File: config.mk
export PLATFORM = sky130hd
export DESIGN_NAME = hold_press_judge
export DESIGN_NICKNAME = d
export VERILOG_FILES = /design/src/rtl/hold_judge_pkg.sv /design/src/rtl/hold_judge_channel.sv /design/src/rtl/hold_press_judge.sv
export SDC_FILE = /design/constraint.sdc
export NUM_CORES = 1
export LEC_CHECK = 0
export ABC_AREA = 1
export CAP_MARGIN = 15
export CORE_AREA = 2 2 39 41
export CTS_CLUSTER_DIAMETER = 100
export DETAILED_ROUTE_END_ITERATION = 12
export DIE_AREA = 0 0 41 43
export DONT_BUFFER_PORTS = 1
export GPL_ROUTABILITY_DRIVEN = 0
export PLACE_DENSITY = 0.67
export SYNTH_ARGS = -nofsm -noshare
export SYNTH_HDL_FRONTEND = slang
export SYNTH_SLANG_ARGS = --single-unit
File: constraint.sdc
create_clock -name clk -period 1.37 [get_ports clk]
set_input_delay 0.274 -clock clk [delete_from_list [all_inputs] [get_ports clk]]
set_output_delay 0.274 -clock clk [all_outputs]
set_load 0.1 [all_outputs]
File: src/rtl/hold_judge_pkg.sv
// Shared types and helpers for the hold/press judge: per-channel state encoding
// and the counter-width function.
package hold_judge_pkg;

  typedef enum logic [1:0] {
    ST_IDLE  = 2'd0,
    ST_COUNT = 2'd1,
    ST_HELD  = 2'd2
  } state_t;

  // Counter must be able to represent HOLD_CYCLES itself (saturation value).
  function automatic int unsigned cnt_width(input int unsigned hold_cycles);
    return $clog2(hold_cycles + 1);
  endfunction

endpackage

File: src/rtl/hold_judge_channel.sv
// One press-classification channel: FSM, saturating hold counter and, when
// HOLD_PRESS_TOGGLE_EN is defined, a power toggle flipped by each long press.
module hold_judge_channel
  import hold_judge_pkg::*;
#(
  parameter int unsigned HOLD_CYCLES = 50,
  parameter int unsigned MIN_PRESS   = 3
) (
  input  logic clk,
  input  logic rst_n,
  input  logic sig_in,
  output logic held,
  output logic long_press,
  output logic short_press,
  output logic power_state
);

  localparam int unsigned   CW       = cnt_width(HOLD_CYCLES);
  localparam logic [CW-1:0] HOLD_MAX = CW'(HOLD_CYCLES);
  localparam logic [CW-1:0] MIN_CNT  = CW'(MIN_PRESS);

  state_t          state, state_n;
  logic [CW-1:0]   cnt, cnt_n;
  logic            held_n, long_n, short_n;

  // State, counter and pulse registers
  always_ff @(posedge clk or negedge rst_n) begin
    if (!rst_n) begin
      state       <= ST_IDLE;
      cnt         <= '0;
      held        <= 1'b0;
      long_press  <= 1'b0;
      short_press <= 1'b0;
    end else begin
      state       <= state_n;
      cnt         <= cnt_n;
      held        <= held_n;
      long_press  <= long_n;
      short_press <= short_n;
    end
  end

  // Next-state and next-output decode; pulses default low so they last one cycle
  always_comb begin
    state_n = state;
    cnt_n   = cnt;
    held_n  = held;
    long_n  = 1'b0;
    short_n = 1'b0;
    case (state)
      ST_IDLE: begin
        if (sig_in) begin
          state_n = ST_COUNT;
          cnt_n   = CW'(1);
        end else begin
          cnt_n   = '0;
        end
      end
      ST_COUNT: begin
        if (sig_in) begin
          if (cnt + CW'(1) == HOLD_MAX) begin
            state_n = ST_HELD;
            cnt_n   = HOLD_MAX;
            held_n  = 1'b1;
            long_n  = 1'b1;
          end else begin
            cnt_n   = cnt + CW'(1);
          end
        end else begin
          state_n = ST_IDLE;
          cnt_n   = '0;
          short_n = (cnt >= MIN_CNT);
        end
      end
      ST_HELD: begin
        if (sig_in) begin
          cnt_n   = HOLD_MAX;
        end else begin
          state_n = ST_IDLE;
          cnt_n   = '0;
          held_n  = 1'b0;
        end
      end
      default: begin
        state_n = ST_IDLE;
        cnt_n   = '0;
        held_n  = 1'b0;
      end
    endcase
  end

`ifdef HOLD_PRESS_TOGGLE_EN
  logic toggle;

  // Flips on the same edge that raises long_press
  always_ff @(posedge clk or negedge rst_n) begin
    if (!rst_n) begin
      toggle <= 1'b0;
    end else if (long_n) begin
      toggle <= ~toggle;
    end
  end

  assign power_state = toggle;
`else
  assign power_state = held;
`endif

endmodule

File: src/rtl/hold_press_judge.sv
// Multi-channel hold/press classifier; power_state behaviour selected by
// HOLD_PRESS_TOGGLE_EN (toggle register) or its absence (copy of held).
module hold_press_judge
  import hold_judge_pkg::*;
#(
  parameter int unsigned N_CH        = 1,
  parameter int unsigned HOLD_CYCLES = 50,
  parameter int unsigned MIN_PRESS   = 3
) (
  input  logic            clk,
  input  logic            rst_n,
  input  logic [N_CH-1:0] sig_in,
  output logic [N_CH-1:0] held,
  output logic [N_CH-1:0] long_press,
  output logic [N_CH-1:0] short_press,
  output logic [N_CH-1:0] power_state
);

  if (HOLD_CYCLES < 2) begin : g_bad_hold
    $error("hold_press_judge: HOLD_CYCLES must be >= 2");
  end

  if (MIN_PRESS < 1 || MIN_PRESS >= HOLD_CYCLES) begin : g_bad_min
    $error("hold_press_judge: MIN_PRESS must be in 1..HOLD_CYCLES-1");
  end

  for (genvar i = 0; i < int'(N_CH); i++) begin : g_ch
    hold_judge_channel #(
      .HOLD_CYCLES (HOLD_CYCLES),
      .MIN_PRESS   (MIN_PRESS)
    ) u_ch (
      .clk         (clk),
      .rst_n       (rst_n),
      .sig_in      (sig_in[i]),
      .held        (held[i]),
      .long_press  (long_press[i]),
      .short_press (short_press[i]),
      .power_state (power_state[i])
    );
  end

endmodule

==> results of run 1 <==
-- cells in the final DEF (no fill, tap or decap), drive strengths merged --
master,count
nand2,23
inv,13
dfrtp,11
buf,7
nor2,6
nand3,5
clkbuf,4
a21oi,3
nor3,2
nand4,2
o21ai,2
ha,2
xnor2,1
o41ai,1
dlygate4sd3,1
-- area by class of cell --
cell class                 instances  area share
inverter                          13      0.0661
clock buffer                       4      0.0356
multi-input combinational         47       0.390
timing repair buffer               8       0.107
tap                               16      0.0271
sequential                        11       0.375
-- worst max path at each step --
stage,startpoint,endpoint,slack [ps],cells after the start
floorplan,g_ch[0].u_ch.cnt[0]$_DFF_PN0_,g_ch[0].u_ch.held$_DFFE_PN0P_,20,9
global placement,g_ch[0].u_ch.cnt[1]$_DFF_PN0_,g_ch[0].u_ch.held$_DFFE_PN0P_,-3,9
detailed placement,g_ch[0].u_ch.cnt[1]$_DFF_PN0_,g_ch[0].u_ch.held$_DFFE_PN0P_,-30,9
CTS,g_ch[0].u_ch.cnt[0]$_DFF_PN0_,g_ch[0].u_ch.held$_DFFE_PN0P_,9,9
global route,g_ch[0].u_ch.cnt[1]$_DFF_PN0_,g_ch[0].u_ch.held$_DFFE_PN0P_,-70,10
finish,g_ch[0].u_ch.cnt[0]$_DFF_PN0_,g_ch[0].u_ch.held$_DFFE_PN0P_,40,9
-- synth_stat cells --
cell type and n:
ha_1 2, inv_1 13, xnor2_2 1, nor2_2 3, nor3_1 2, buf_4 1
o21ai_1 1, nand4_1 2, a21oi_1 2, nand2_2 1, o41ai_1 1, nor2_1 3
nand3_2 1, dfrtp_1 11, a21oi_2 1, o21ai_0 1, nand2_1 22, nand3_1 4
-- stage by stage --
step / hold WS, ps / utilization / setup slack, ps
floorplan: -21.6 / - / 19.3
global placement: -21.4 / 0.467 / -2.96
detailed placement: -21.4 / 0.467 / -28.6
CTS: 181 / 0.508 / 8.54
global route: 197 / 0.533 / -70.0
finish: 179 / 0.533 / 42.3
-- metal layers --
metal	wire length [um]	vias up	part of all wire
met5	0	-	0
met3	30	3	0.027
met1	498	238	0.44
met4	19	0	0.017
li1	-	246	-
met2	582	5	0.51
-- worst min-delay path: cells and delay by family --
family | cells | cell delay, ps
compound gates | 1 | 60
buf+inv | 1 | 40
simple gates | 1 | 40
-- sequential cells by signal (all words and copies together), names as in the netlist --
| name | cells |
|---|---|
| g_ch.u_ch.cnt | 6 |
| g_ch.u_ch.state | 2 |
| g_ch.u_ch.held | 1 |
| g_ch.u_ch.long_press | 1 |
| g_ch.u_ch.short_press | 1 |
-- power by group --
part           leakage [nW]  internal, W  total, W  switching (W)
Clock                0.0150     0.000113  0.000223       0.000110
Sequential            0.148     0.000338  0.000353      0.0000147
Combinational         0.210    0.0000620  0.000140      0.0000776
-- cell families after synthesis --
group | after synthesis | share of synthesized area
compound gates | 6 | 0.0645
xor+xnor | 1 | 0.0280
fa+ha+maj | 2 | 0.0430
buf+inv | 14 | 0.0968
flops | 11 | 0.473
simple gates | 38 | 0.295
-- timing repair --
item	CTS	global route
hold buffers	1	0
pin swaps	2	6
gates resized for setup	4	6
setup endpoints to repair	1	5
endpoints found under the hold margin	11	0
setup buffers	0	2
==> results.cfg, run 1 <==
[status]
status = finished, final reports clean

[sta]
rsz0062_at_grt = yes
min_period_over_period = 0.969
achievable-frequency_ghz = 0.753
drv_slew = 0
finalClockSkew_ps = 0.727
finalSetupTns_ps = 0
finalCriticalPeriod_ps = 1330
finalHoldViolations = 0
worstMarginPinSlew_ps = 518
setup_viol = 0
maxSlewHeadroom = 0.654

[worst_setup_path]
setup.worst_path.start_class = flip-flop
crit_path_buffers_inverters = 1
critPathKind = flip-flop to flip-flop
worst-endpoint-required_ps = 1530
timing.critical_path.cells = buf_6 -> ha_2 -> nand3_2 -> nor2_4 -> nand3_2 -> nand2_1 -> nand2_1 -> nand2_1 -> nand2_1
critical-path-top-delay-family = simple AND/OR/NAND/NOR gates
regToRegEndpoint = g_ch[0].u_ch.held$_DFFE_PN0P_
setup_slack_reg_to_reg_ps = 40
reg2reg_from = g_ch[0].u_ch.cnt[0]$_DFF_PN0_
critPathMaxFanout = 5
critical_path.most_common_cell = nand2_1
crit_path_end_kind = flip-flop
critical_path.max_stage_delay_ps = 400
critPathSlowestCell = dfrtp_1
data_arrival_time_of_the_critical_path_ps = 1490
ff2ff_path_depth = 9

[placement]
dpl-instance-area_um2 = 646
placement.io_buffers = 0
dpl.cell_count = 92
dpl.hpwl_um = 858

[clock_network]
tritoncts.num_buffers = 3
tritoncts = yes
cts.reportedPaths.clkPinSlew_ps = 70
clock_tree.htree_level_count = 1
cts_sinks = 11
clock_latency_ps = 270
cts.root.buffer_cell = clkbuf_4
clock_tree.buffer_depth = 2

[power_and_ir_drop]
vdd.ir_drop.worst_v = 0.000599
power_density_nw_per_um2 = 970
design_power_total_w = 0.000716
leakage_nw = 0.373

[worst_hold_path]
whs_endpoint = g_ch[0].u_ch.short_press$_DFF_PN0_
worst_hold_path_type = primary input to flip-flop
min_delay_path_depth = 3
hold_path_startpoint = sig_in

[synthesis]
main_area_contributors_after_synthesis = dfrtp_1 (47%), nand2_1 (14%), inv_1 (8.4%), ha_1 (4.3%), nand3_1 (3.4%)
syn_inst = 72
synth_cell_type_count = 18
ys_ff_latch = 11
netlist.top_cell.by_area = dfrtp_1
syn_avg_cell_area_um2 = 8.08
netlist_area_um2 = 582
synth_seq_area_share = 0.473
synth.net_count = 77
synth-warning-count = 0
yosysTopAreaCellShare = 0.473

[cells_and_area]
final_cell_count_no_fill = 99
final.fill_count = 131
combined_area_of_the_multi_input_logic_cells_um2 = 288
seqCellArea_um2 = 277
layout.nets = 89
antenna_cell_count = 0
synthToLayoutAreaGrowth_pct = 26.9
drive_above_1_share = 0.301
stdcell_area_um2 = 738

[global_route]
first_pass_grt_wire_length_um = 1990
first_global_vias = 464
grtUsageMet3 = 0.0471
antenna_violations_before_repair = 0
grt_max_degree = 12
global_route.usage.total = 0.172
gr-usage-met2 = 0.259
grt_util_met1 = 0.220
grt_remaining_overflow = 0
highest_utilization_routing_layer_at_the_global_route_stage = met2

[floorplanning]
placement_rows = 14
total_die_area_um2 = 1760
floorplan.core_area_um2 = 1380
floorplan.die.height_um = 43
pin_count = 7
initial_utilization = 0.420
floorplan.die.width_um = 41

[run]
cap_viol_max_count = 0

[route]
wl_per_cell_um = 11.4
postRouteWirelength_um = 1130
drc_viols = 0
iteration_0_drc_count_of_the_detailed_router = 6
route.vias.total = 492
drt-vias-per-instance = 4.97
drt.antenna.violating_nets = 0
drt_pass1_iterations = 4
(Power assumes the default switching activity.)
==> run 2: changes to the inputs <==
==> constraint.sdc (replaced) <==
create_clock -name clk -period 1.1 [get_ports clk]
set_input_delay 0.22 -clock clk [delete_from_list [all_inputs] [get_ports clk]]
set_output_delay 0.22 -clock clk [all_outputs]
set_load 0.1 [all_outputs]
==> run 2 against run 1 <==
Effect of this change:
- the flow now finishes with violations (negative setup slack)
- count of clock-buffer cells in the layout did not move
- routed wire length rose by 16%
- maximum frequency fell by 2.0%
- critical path depth did not move
- largest power group unchanged
- highest routed layer unchanged
==> results.cfg, run 2 (synthesis gave the netlist of run 1 again) <==
[floorplanning]
initial_utilization = 0.420
total_die_area_um2 = 1760
floorplan.core_area_um2 = 1380
floorplan.die.width_um = 41
floorplan.die.height_um = 43
pin_count = 7
placement_rows = 14

[clock_network]
cts_sinks = 11
tritoncts = yes
clock_tree.htree_level_count = 1
cts.reportedPaths.clkPinSlew_ps = 60
clock_latency_ps = 260
clock_tree.buffer_depth = 2
cts.root.buffer_cell = clkbuf_4
tritoncts.num_buffers = 3

[sta]
maxSlewHeadroom = 0.670
worstMarginPinSlew_ps = 493
finalCriticalPeriod_ps = 1360
min_period_over_period = 1.23
drv_slew = 0
setup_viol = 9
finalSetupTns_ps = -1050
timing.final.ws_setup_ps = -255
achievable-frequency_ghz = 0.738
finalHoldViolations = 0
rsz0062_at_grt = yes
finalClockSkew_ps = 0.838

[global_route]
gr-usage-met2 = 0.272
highest_utilization_routing_layer_at_the_global_route_stage = met2
first_global_vias = 529
antenna_violations_before_repair = 0
grt_max_degree = 12
first_pass_grt_wire_length_um = 2000
grt_remaining_overflow = 0
grt_util_met1 = 0.197
global_route.usage.total = 0.169
grtUsageMet3 = 0.0209

[worst_setup_path]
crit_path_end_kind = flip-flop
worst-endpoint-required_ps = 1250
crit_path_buffers_inverters = 0
critPathSlowestCell = dfrtp_2
setup.worst_path.start_class = flip-flop
critical_path.most_common_cell = nand2_1
timing.critical_path.cells = ha_4 -> nand2_2 -> nand3_2 -> nor2_4 -> nand3_2 -> nand2_1 -> nand2_1 -> nand2_1 -> nand2_1
critical_path.max_stage_delay_ps = 440
critical-path-top-delay-family = simple AND/OR/NAND/NOR gates
data_arrival_time_of_the_critical_path_ps = 1510
critPathMaxFanout = 4
critPathKind = flip-flop to flip-flop

[route]
drt_pass1_iterations = 4
drc_viols = 0
iteration_0_drc_count_of_the_detailed_router = 11
drt-vias-per-instance = 4.91
route.vias.total = 520
wl_per_cell_um = 12.4
postRouteWirelength_um = 1310
drt.antenna.violating_nets = 0

[cells_and_area]
layout.nets = 96
stdcell_area_um2 = 900
largest_register = g_ch.u_ch.cnt
drive_above_1_share = 0.533
antenna_cell_count = 0
largest_reg_flops = 6
final_util = 0.650
final_cell_count_no_fill = 106
reg.largest.list = g_ch.u_ch.cnt: 6 flops, g_ch.u_ch.state: 2 flops
synthToLayoutAreaGrowth_pct = 54.6
layout.cells.most_common_list = nand2_1 (16), inv_1 (10), buf_4 (9), nand2_2 (7), dfrtp_1 (6)
layout.cells.most_common = nand2_1

[status]
violations = negative setup slack
status = complete, but fails checks

[placement]
dpl.cell_count = 98
dpl.hpwl_um = 846
dpl-instance-area_um2 = 726
placement.io_buffers = 0

[worst_hold_path]
worst_hold_path_type = primary input to flip-flop

[power_and_ir_drop]
vdd.ir_drop.worst_v = 0.000713
leakage_nw = 0.421
power_density_nw_per_um2 = 1050

[run]
cap_viol_max_count = 0
-- run 2: changes by cell type in the layout (fill, tap and decap cells not counted), moves of 2 or more --
cell / previous run / this run
buf_12: 1 / 3
buf_4: 5 / 9
dfrtp_1: 10 / 6
dfrtp_2: 1 / 5
inv_1: 13 / 10
inv_2: 0 / 3
nand2_1: 20 / 16
nand2_2: 3 / 7
nand3_1: 2 / 0
nor2_2: 3 / 1
nor2_4: 1 / 3
-- run 2: where the power goes --
part / internal, W / switching [W] / total (W)
registers: 0.000422 / 0.0000209 / 0.000443
clock network: 0.000140 / 0.000127 / 0.000267
logic: 0.000114 / 0.000124 / 0.000238
total: 0.000677 / 0.000272 / 0.000948
-- run 2: stage by stage --
step                setup slack, ps  hold slack, ps  power, W
floorplan                      -219           -75.6  0.000533
global placement               -218           -75.4  0.000578
detailed placement             -239           -75.4  0.000581
CTS                            -251             123  0.000902
global route                   -354             127   0.00101
finish                         -255             117  0.000948
-- run 2: worst min-delay path: cells and delay by family --
| kind | cells | cell delay, ps |
|---|---|---|
| AO/OA/AOI/OAI | 1 | 50 |
| buffers and inverters | 1 | 30 |
| AND/OR/NAND/NOR | 1 | 50 |
-- run 2: cell type report --
type | count | area (um2)
fill | 107 | 484
inverter | 13 | 48.8
multi-input combinational | 47 | 363
timing repair buffer | 15 | 160
tap | 16 | 20.0
clock buffer | 4 | 26.3
sequential | 11 | 282
-- run 2: layer usage --
metal	wire [um]	vias to the layer above
met4	29	0
met2	764	9
met3	33	5
met5	0	-
li1	-	261
met1	484	245
-- run 2: path summary, 6_finish.rpt --
path	start	to	slack [ps]	depth (start not counted)
worst max-delay path	g_ch[0].u_ch.cnt[1]$_DFF_PN0_	g_ch[0].u_ch.held$_DFFE_PN0P_	-260	9
worst min-delay path	sig_in	g_ch[0].u_ch.short_press$_DFF_PN0_	120	3
worst max register to register	g_ch[0].u_ch.cnt[1]$_DFF_PN0_	g_ch[0].u_ch.held$_DFFE_PN0P_	-260	9
worst min register to register	g_ch[0].u_ch.cnt[5]$_DFF_PN0_	g_ch[0].u_ch.short_press$_DFF_PN0_	540	2
max in group asynchronous	rst_n	g_ch[0].u_ch.cnt[1]$_DFF_PN0_	390	1
min in group asynchronous	rst_n	g_ch[0].u_ch.cnt[5]$_DFF_PN0_	350	1
-- run 2: timing repair --
action,CTS,global route
hold endpoints to repair,11,0
hold buffers,1,0
setup buffers,2,1
resized for setup,10,18
endpoints found under the setup margin,10,13
pin swaps,10,11
